--- src/rtl/uart_pkg.sv ---
// Shared UART definitions: transmitter FSM states, data width and the bit-period helper.
// The PARITY state exists only when UART_TX_PARITY_EN is defined.
package uart_pkg;

    localparam int UART_DATA_BITS = 8;

    typedef enum logic [2:0] {
        IDLE,
        START,
        DATA,
`ifdef UART_TX_PARITY_EN
        PARITY,
`endif
        STOP
    } txState_t;

    // Clocks per bit minus one; the bit counter counts down from this value to zero.
    function automatic int calcBitClk(input int clockFrequency, input int baudRate);
        return clockFrequency / baudRate - 1;
    endfunction

endpackage

--- src/rtl/uart_tx_fifo.sv ---
// Byte FIFO feeding the transmitter; show-ahead read port, extra pointer bit separates full from empty.
// Push while full and pop while empty are ignored.
module uart_tx_fifo
    import uart_pkg::*;
#(
    parameter int FIFO_DEPTH = 4
) (
    input  logic                      clockIN,
    input  logic                      nTxResetIN,
    input  logic                      push,
    input  logic                      pop,
    input  logic [UART_DATA_BITS-1:0] wrData,
    output logic [UART_DATA_BITS-1:0] rdData,
    output logic                      full,
    output logic                      empty
);

    localparam int AW = $clog2(FIFO_DEPTH);
    localparam logic [AW:0] PTR_ONE = 1;

    logic [UART_DATA_BITS-1:0] mem [FIFO_DEPTH];
    logic [AW:0]               wrPtr;
    logic [AW:0]               rdPtr;
    logic                      doPush;
    logic                      doPop;

    assign empty  = (wrPtr == rdPtr);
    assign full   = (wrPtr[AW] != rdPtr[AW]) && (wrPtr[AW-1:0] == rdPtr[AW-1:0]);
    assign doPush = push && !full;
    assign doPop  = pop && !empty;
    assign rdData = mem[rdPtr[AW-1:0]];

    // NOTE: sequential state is updated with non-blocking assignments so every register samples pre-edge values.
    always_ff @(posedge clockIN) begin
        if (!nTxResetIN) begin
            wrPtr <= '0;
            rdPtr <= '0;
        end else begin
            if (doPush) wrPtr <= wrPtr + PTR_ONE;
            if (doPop)  rdPtr <= rdPtr + PTR_ONE;
        end
    end

    // NOTE: storage is not reset; entries are only readable once the pointers mark them valid.
    always_ff @(posedge clockIN) begin
        if (doPush) mem[wrPtr[AW-1:0]] <= wrData;
    end

endmodule

--- src/rtl/uart_tx.sv ---
// UART transmitter: FIFO-buffered bytes sent as 8N1 frames, LSB first, idle-high line.
// Define UART_TX_PARITY_EN to insert an even-parity bit before the stop bit.
module uart_tx
    import uart_pkg::*;
#(
    parameter int CLOCK_FREQUENCY = 50_000_000,
    parameter int BAUD_RATE       = 9600,
    parameter int FIFO_DEPTH      = 4
) (
    input  logic                      clockIN,
    input  logic                      nTxResetIN,
    input  logic [UART_DATA_BITS-1:0] txDataIN,
    input  logic                      txValidIN,
    output logic                      txReadyOUT,
    output logic                      txOUT,
    output logic                      txIdleOUT
);

    localparam int BIT_CLK = calcBitClk(CLOCK_FREQUENCY, BAUD_RATE);
    localparam int CW      = $clog2(BIT_CLK + 1);
    localparam int IW      = $clog2(UART_DATA_BITS);
    localparam logic [CW-1:0] CNT_RELOAD = CW'(BIT_CLK);
    localparam logic [CW-1:0] CNT_ONE    = 1;
    localparam logic [IW-1:0] LAST_BIT   = IW'(UART_DATA_BITS - 1);
    localparam logic [IW-1:0] IDX_ONE    = 1;

    txState_t                  state,    stateNext;
    logic [CW-1:0]             bitCnt,   bitCntNext;
    logic [IW-1:0]             bitIdx,   bitIdxNext;
    logic [UART_DATA_BITS-1:0] shiftReg, shiftNext;
    logic                      txReg,    txNext;
    logic                      fifoPop;
    logic                      fifoFull;
    logic                      fifoEmpty;
    logic [UART_DATA_BITS-1:0] fifoData;
`ifdef UART_TX_PARITY_EN
    logic                      parityReg, parityNext;
`endif

    uart_tx_fifo #(.FIFO_DEPTH(FIFO_DEPTH)) txFifo (
        .clockIN    (clockIN),
        .nTxResetIN (nTxResetIN),
        .push       (txValidIN),
        .pop        (fifoPop),
        .wrData     (txDataIN),
        .rdData     (fifoData),
        .full       (fifoFull),
        .empty      (fifoEmpty)
    );

    assign txOUT      = txReg;
    assign txReadyOUT = !fifoFull;
    assign txIdleOUT  = (state == IDLE) && fifoEmpty;

    // NOTE: every signal written here gets a default first, so no path leaves one unassigned (no latches).
    always_comb begin
        stateNext  = state;
        bitCntNext = bitCnt - CNT_ONE;
        bitIdxNext = bitIdx;
        shiftNext  = shiftReg;
        txNext     = txReg;
        fifoPop    = 1'b0;
`ifdef UART_TX_PARITY_EN
        parityNext = parityReg;
`endif
        unique case (state)
            IDLE: begin
                txNext     = 1'b1;
                bitCntNext = bitCnt;
                if (!fifoEmpty) begin
                    fifoPop    = 1'b1;
                    shiftNext  = fifoData;
                    stateNext  = START;
                    txNext     = 1'b0;
                    bitCntNext = CNT_RELOAD;
`ifdef UART_TX_PARITY_EN
                    parityNext = ^fifoData;
`endif
                end
            end
            START: begin
                if (bitCnt == '0) begin
                    stateNext  = DATA;
                    txNext     = shiftReg[0];
                    bitIdxNext = '0;
                    bitCntNext = CNT_RELOAD;
                end
            end
            DATA: begin
                if (bitCnt == '0) begin
                    shiftNext  = shiftReg >> 1;
                    bitCntNext = CNT_RELOAD;
                    if (bitIdx == LAST_BIT) begin
`ifdef UART_TX_PARITY_EN
                        stateNext = PARITY;
                        txNext    = parityReg;
`else
                        stateNext = STOP;
                        txNext    = 1'b1;
`endif
                    end else begin
                        bitIdxNext = bitIdx + IDX_ONE;
                        txNext     = shiftReg[1];
                    end
                end
            end
`ifdef UART_TX_PARITY_EN
            PARITY: begin
                if (bitCnt == '0) begin
                    stateNext  = STOP;
                    txNext     = 1'b1;
                    bitCntNext = CNT_RELOAD;
                end
            end
`endif
            STOP: begin
                txNext = 1'b1;
                if (bitCnt == '0) begin
                    bitCntNext = CNT_RELOAD;
                    // Queued bytes chain straight into the next start bit.
                    if (!fifoEmpty) begin
                        fifoPop   = 1'b1;
                        shiftNext = fifoData;
                        stateNext = START;
                        txNext    = 1'b0;
`ifdef UART_TX_PARITY_EN
                        parityNext = ^fifoData;
`endif
                    end else begin
                        stateNext = IDLE;
                    end
                end
            end
            default: begin
                stateNext  = IDLE;
                txNext     = 1'b1;
                bitCntNext = '0;
            end
        endcase
    end

    always_ff @(posedge clockIN) begin
        if (!nTxResetIN) begin
            state    <= IDLE;
            bitCnt   <= '0;
            bitIdx   <= '0;
            shiftReg <= '0;
            txReg    <= 1'b1;
`ifdef UART_TX_PARITY_EN
            parityReg <= 1'b0;
`endif
        end else begin
            state    <= stateNext;
            bitCnt   <= bitCntNext;
            bitIdx   <= bitIdxNext;
            shiftReg <= shiftNext;
            txReg    <= txNext;
`ifdef UART_TX_PARITY_EN
            parityReg <= parityNext;
`endif
        end
    end

endmodule

--- config.mk ---
export PLATFORM = sky130hd
export DESIGN_NAME = uart_tx
export DESIGN_NICKNAME = d
export VERILOG_FILES = /design/src/rtl/uart_pkg.sv /design/src/rtl/uart_tx_fifo.sv /design/src/rtl/uart_tx.sv
export SDC_FILE = /design/constraint.sdc
export NUM_CORES = 1
export LEC_CHECK = 0
export ABC_AREA = 1
export CAP_MARGIN = 30
export CORE_ASPECT_RATIO = 0.7
export CORE_MARGIN = 5
export CORE_UTILIZATION = 50
export CTS_CLUSTER_SIZE = 12
export DETAILED_ROUTE_END_ITERATION = 10
export GPL_TIMING_DRIVEN = 0
export PLACE_DENSITY = 0.68
export SYNTH_ARGS = -nofsm -noshare
export SYNTH_HDL_FRONTEND = slang
export SYNTH_SLANG_ARGS = --single-unit
--- constraint.sdc ---
create_clock -name clockIN -period 2.15 [get_ports clockIN]
set_input_delay 0.43 -clock clockIN [delete_from_list [all_inputs] [get_ports clockIN]]
set_output_delay 0.43 -clock clockIN [all_outputs]
set_load 0.03 [all_outputs]
* After elaboration in Yosys (flattened, before gate mapping)
Memory sizes are Yosys's and may differ from the RTL's. A register that Yosys moved wholly into a read port is not among the register bits.
Index checks and enable logic that the tools add are counted.
** Operators by class
- Mux-type cells :: 31
- Reductions and logical operators :: 15
- $add $sub $neg :: 4
- Equal/unequal tests :: 13
** Operator list (count)
- 13-bit 2-to-1 mux :: 2
- 13-bit case mux with 2 select lines :: 1
- 3-bit 2-to-1 mux :: 8
- 8-bit 2-to-1 mux :: 3
- 8-bit case mux with 3 select lines :: 1
- 13-bit zero test :: 1
- 13-bit by 1-bit subtractor with 13-bit output (second input constant) :: 1
- 2-bit inequality test (second input constant) :: 6
- 3-bit case mux with 4 select lines :: 1
- 1-bit 2-to-1 mux :: 10
- 3-bit by 1-bit adder with 3-bit output (second input constant) :: 3
- 3-bit by 2-bit equality test with 1-bit output (second input constant) :: 2
- 3-bit case mux with 2 select lines :: 1
- 5-bit AND reduction :: 1
- 1-bit logical AND :: 4
- 2-bit 2-to-1 mux :: 2
- 1-bit case mux with 4 select lines :: 1
- 4-bit AND reduction :: 1
- 3-bit by 1-bit equality test with 1-bit output (second input constant) :: 1
- 3-bit equality test :: 1
- 3-bit equality test (second input constant) :: 1
- 3-bit zero test :: 1
- 3-bit AND reduction :: 1
- 3-bit nonzero test :: 1
- 7 further kinds :: 8
** Storage, ports and cells
- Input port bits :: 11
- Memory bits (writable) :: 32
- Word-level logic and storage cells :: 71
- Bits in registers :: 34
- Memories :: 1
- Output and inout bits :: 3
** Memories
- txFifo.mem :: words 4, bits a word 8, read ports 1, clocked after memory_dff 1, write ports 1, line uart_tx_fifo.sv:21 : logic [UART_DATA_BITS-1:0] mem [FIFO_DEPTH];

* Longest topological paths before layout
- Depth after elaboration :: 7
- Gate-level depth with buffers :: 11
- Depth with buffers taken out :: 11

* Hierarchy
A second synthesis with hierarchy kept.
** Unflattened totals
- Cells, all modules :: 389
- Area, all modules :: 3299.4 µm²
** Modules (own cells, without submodules)
- uart_tx_fifo :: area each 1677.9 µm², cells an instance 150, sequential area each 1121.1 µm², instances 1
- uart_tx :: area each 1621.6 µm², cells an instance 239, sequential area each 540.5 µm², instances 1

* Worst setup path after synthesis
Ideal clock, no wire load.
- Kind :: register to register
- From :: register txFifo.rdPtr[2]
- To :: memory txFifo.mem[3][0] (enable)
- Clock period less this slack :: 1.896 ns
- Setup slack :: 0.254 ns
- Library setup time :: 0.373 ns
- Buffers on the path :: 0
- Cell stages (with the launch flop) :: 5
- Arrival time :: 1.523 ns
- Data required time :: 1.777 ns
- Cells stage by stage :: dfxtp_1 xnor2_1 nand3b_1 nand2_2 nor2_1
** On the way
- Word-level cells in the longest chain between the ends :: 6
** RTL lines
- start: declaration :: line uart_tx_fifo.sv:23 : logic [AW:0] rdPtr;
- start signal: assignment :: line uart_tx_fifo.sv:40 : if (doPop) rdPtr <= rdPtr + PTR_ONE;
- 1-bit inequality test :: line uart_tx_fifo.sv:28 : assign full = (wrPtr[AW] != rdPtr[AW]) && (wrPtr[AW-1:0] == rdPtr[AW-1:0]);
- 1-bit logical AND :: line uart_tx_fifo.sv:28
- 1-bit zero test
- net txReadyOUT :: line uart_tx.sv:14 : output logic txReadyOUT,
- 1-bit logical AND :: line uart_tx_fifo.sv:29 : assign doPush = push && !full;
- 1-bit 2-to-1 mux :: line uart_tx_fifo.sv:46 : if (doPush) mem[wrPtr[AW-1:0]] <= wrData;
- 1-bit 2-to-1 mux (not written as such) :: line uart_tx_fifo.sv:46
- end: declaration :: line uart_tx_fifo.sv:21
The timed path passes the listed nets, and every way through them passes these cells.

* Worst setup path after layout
- From :: register txFifo.wrPtr[2]
- To :: output txIdleOUT
** On the way
- Word-level cells in the longest chain between the ends :: 2
** RTL lines
- start: declaration :: line uart_tx_fifo.sv:22 : logic [AW:0] wrPtr;
- start signal: assignment :: line uart_tx_fifo.sv:39 : if (doPush) wrPtr <= wrPtr + PTR_ONE;
- 3-bit equality test :: line uart_tx_fifo.sv:27 : assign empty = (wrPtr == rdPtr);
- 1-bit logical AND :: line uart_tx.sv:53 : assign txIdleOUT = (state == IDLE) && fifoEmpty;
- end: declaration :: line uart_tx.sv:16 : output logic txIdleOUT
No other way between the ends.

==> impl_results.md <==
- Final setup fails: 0
- Final Max Slew Viols: 0
- Power per cell area: 1465 nW/µm²
- Stages on worst setup path: 5
- Core ar.: 6306 µm²
- Top cell family by delay on the critical path: buffers and inverters
- GR Util met2: 26.09%
- Worst-path maximum fanout: 10
- Ys Warns: 0
- Worst setup path start: txFifo.wrPtr[2]
- # Max-Cap Violations: 0
- Largest area contributor in the netlist: edfxtp_1
- Synth Area in Adders: 4.930%
- RSZ-0062 raised after global routing: yes
- Worst slew margin: 52.74%
- Clock power frac: 19.7%
- Root Driver: clkbuf_8
- First-pass GRT wire length: 11.99 mm
- Final WS setup: slightly above 0.05 ns
- Slowest CP cell: dfxtp_1
- CTS clk-pin slew, worst paths: around 0.080 ns
- Overall Power: ~5.5 mW
- Worst hold path endpoint: bitIdx[1]
- # hold bufs at CTS: 0
- Cells along the critical path: xnor2_2 > nand3_2 > nor2_4 > buf_6 > buf_2
- Via density: between 5 and 6
- Vias in the first global route: about 2400
- Clk sinks: 67
- Post-synthesis simple-gate area fraction: around a quarter
- Setup CP Type: flip-flop to primary output
- Nets: 435
- P&R area growth vs syn: 14.26%
- Worst reg-to-reg path cell count: 4
- GRT Util Overall: 18.45%
- Num rows: 24
- Sequential power share: 32.8%
- Net Sw Frac: 43.99%
- Share of cells above drive strength 1: 14.42%
- XOR/XNOR share of the synthesized area: 2.351%
- HP Start: bitIdx[1]
- Worst min-delay path category: flip-flop to flip-flop
- Top cell type's share of synthesized area: 29.12%
- Reg2Reg Launch Point: txFifo.wrPtr[2]
- Initial antenna violation count: 0
- Met3 usage: 4.975%
- Area taken by multi-input logic gates: roughly 1500 µm²
- Hold path depth: 2
- Synth unique cells: 34
- P_int: 3.092 mW
- M1 GR Usage: 27.39%
- Fmax: 0.4763 GHz
- Fin crit period: between 2 and 2.5 ns
- Synth Net Count: ~400
- Commonest non-fill, non-tap cell in the layout: nand2_1
- Initial drt markers: 201
- Drt first pass iters: 4
- Fin crit share: 97.65%
- TritonCTS clock tree: built
- Max IR drop VDD: between 400 and 500 µV
- Flop and latch count out of synthesis: 67
- Dpl hpwl: 5.077 mm
- Initial Util: 52.32%
- GP Congestion: 0.8323
- R2r endpoint: txFifo.mem[2][7]
- Antenna fix cells: 0
- Gr busiest metal: met1
- Sequential area share after synthesis: 50.36%
- Largest net degree at the start of global routing: 15
- Total gr overflow: 0
- Leakage power: around 1.6 nW
- Most frequent cells in the layout: 72 x nand2_1, 59 x nor2_1, 40 x inv_1
- Post-Syn Instances: 387
- Final setup skew: 0.006998 ns
- Worst hold slack: about 0.46 ns
- Die W: 107.1 µm
- Data arrival, critical path: 1.67 ns
- Routed len/inst: ~14 µm
- Cell area after placement: 3517 µm²
- Status: completed
- CP Capture Type: primary output
- H-tree Lvls: 3
- I/O pin count: 14
- # fillers: between 500 and 600
- Worst path bufs/invs: 2
- CTS Buf Count: 9
- Critical Path Max Stage Delay: 0.35 ns
- Die Span Y: 77.97 µm
- Seq. cell area: around 1700 µm²
- Skew-Pair Late Insertion Delay: 0.34 ns
- Net switching power figure: 2.429 mW
- Post-route ant nets: 0
- CP Launch Type: flip-flop
- Final number of hold-violating endpoints: 0
- DRC: 0
- Pre-CTS WS: -0.2741 ns
- Mux cell area share after synthesis: 0%
- Syn Area/Cell: 8.526 µm²
- Largest family of logic cells by synthesized area: simple AND/OR/NAND/NOR gates
- WL final: 7.065 mm
- Slew @ Worst Pin: around 0.71 ns
- Logic pwr share: 47.5%
- Largest cells by area after synthesis: edfxtp_1 29%, dfxtp_1 21%, nand2_1 8.2%
- Req. time, crit path: 1.72 ns
- Via count: 2570
- Layout Cell Area excl Fill: 3770 µm²
- R2r setup slk: 0.15 ns
- Clock Tree Buf Depth: 2
- I/O Buffers: 12
- Die area: 8349 µm²
- Final Core Density: 59.78%
- Compound-Gate Fraction of Synth Area: 10.88%
- Post-Synthesis Cell Area: 3299 µm²
## per-layer routing
layer  part of all wire [%]  vias up  routed length, µm
li1                       -     1313                  -
met1                     50     1195               3547
met2                     42       49               2957
met3                    6.3       13                445
met4                    1.6        0                114
met5                      0        -                  0
## synthesized netlist by cell type
master,instances
a211oi_1,2
a21oi_1,19
a21oi_2,2
buf_2,2
buf_4,1
buf_6,2
clkbuf_1,3
clkbuf_2,1
dfxtp_1,35
edfxtp_1,32
ha_1,13
inv_1,41
inv_2,2
nand2_1,72
nand2_2,6
nand2_4,2
nand3_1,19
nand3_4,1
nand3b_1,1
nand4_1,2
nand4_2,1
nor2_1,62
nor2_2,5
nor2_4,4
nor3_2,1
nor3b_1,1
o211ai_1,1
o21ai_0,35
o21ai_1,1
o22ai_1,7
or2_2,3
xnor2_1,4
xnor2_2,1
xor2_1,3
## through the flow
step / setup TNS (ns) / std cells
after floorplan: 0 / 387
after global placement: -0.2545 / 477
after detailed placement: -0.2741 / 477
after CTS: 0 / 493
after global routing: -0.03881 / 494
final: 0 / 494
## worst max path at each step
stage,endpoint
2_1_floorplan,txFifo.mem[3][0]
4_1_cts,txIdleOUT
3_5_place_dp,txIdleOUT
6_report,txIdleOUT
3_3_place_gp,txIdleOUT
5_1_grt,txIdleOUT
## power groups by stage
stage / combinational [mW] / sequential [mW] / clock [mW]
3_3_place_gp: 2.46 / 1.83 / 0
4_1_cts: 2.59 / 1.81 / 1.10
5_1_grt: 2.95 / 1.85 / 1.17
2_1_floorplan: 1.96 / 1.79 / 0
6_report: 2.62 / 1.81 / 1.09
3_5_place_dp: 2.53 / 1.83 / 0
## state kept, by name (all words and copies together) (netlist names), named ones only
signal / count
txFifo.mem: 32
state: 2
txFifo.rdPtr: 3
bitIdx: 3
bitCnt: 13
txFifo.wrPtr: 3
shiftReg: 8
txOUT: 1
## cells by family after synthesis
kind of cell / count (synthesis)
DFF: 67
and+or+nand+nor: 180
xor gates and xnor gates: 8
AOI/OAI and AO/OA: 67
buffers and inverters: 52
adders and majority gates: 13
## worst reg2reg max path, cell delays in order, from the launching register on
cell,delay [ns]
dfxtp_1,0.35
xnor2_2,0.30
nand3b_1,0.24
nand2_2,0.16
nor2_1,0.58
## area by class of cell
type	instances	area share [%]
Clock buffer	9	3.286
Sequential cell	67	44.08
Clock inverter	7	2.157
Inverter	43	4.281
Buffer	9	1.494
Tap cell	78	2.589
Timing Repair Buffer	13	3.253
Multi-Input combinational cell	268	38.87
## what timing repair did
action,CTS,global route
resized for setup,14,3
pin swaps,2,1
endpoints found under the setup margin,11,12
setup buffers,0,1
No activity file was read; power rests on OpenSTA's default activity.
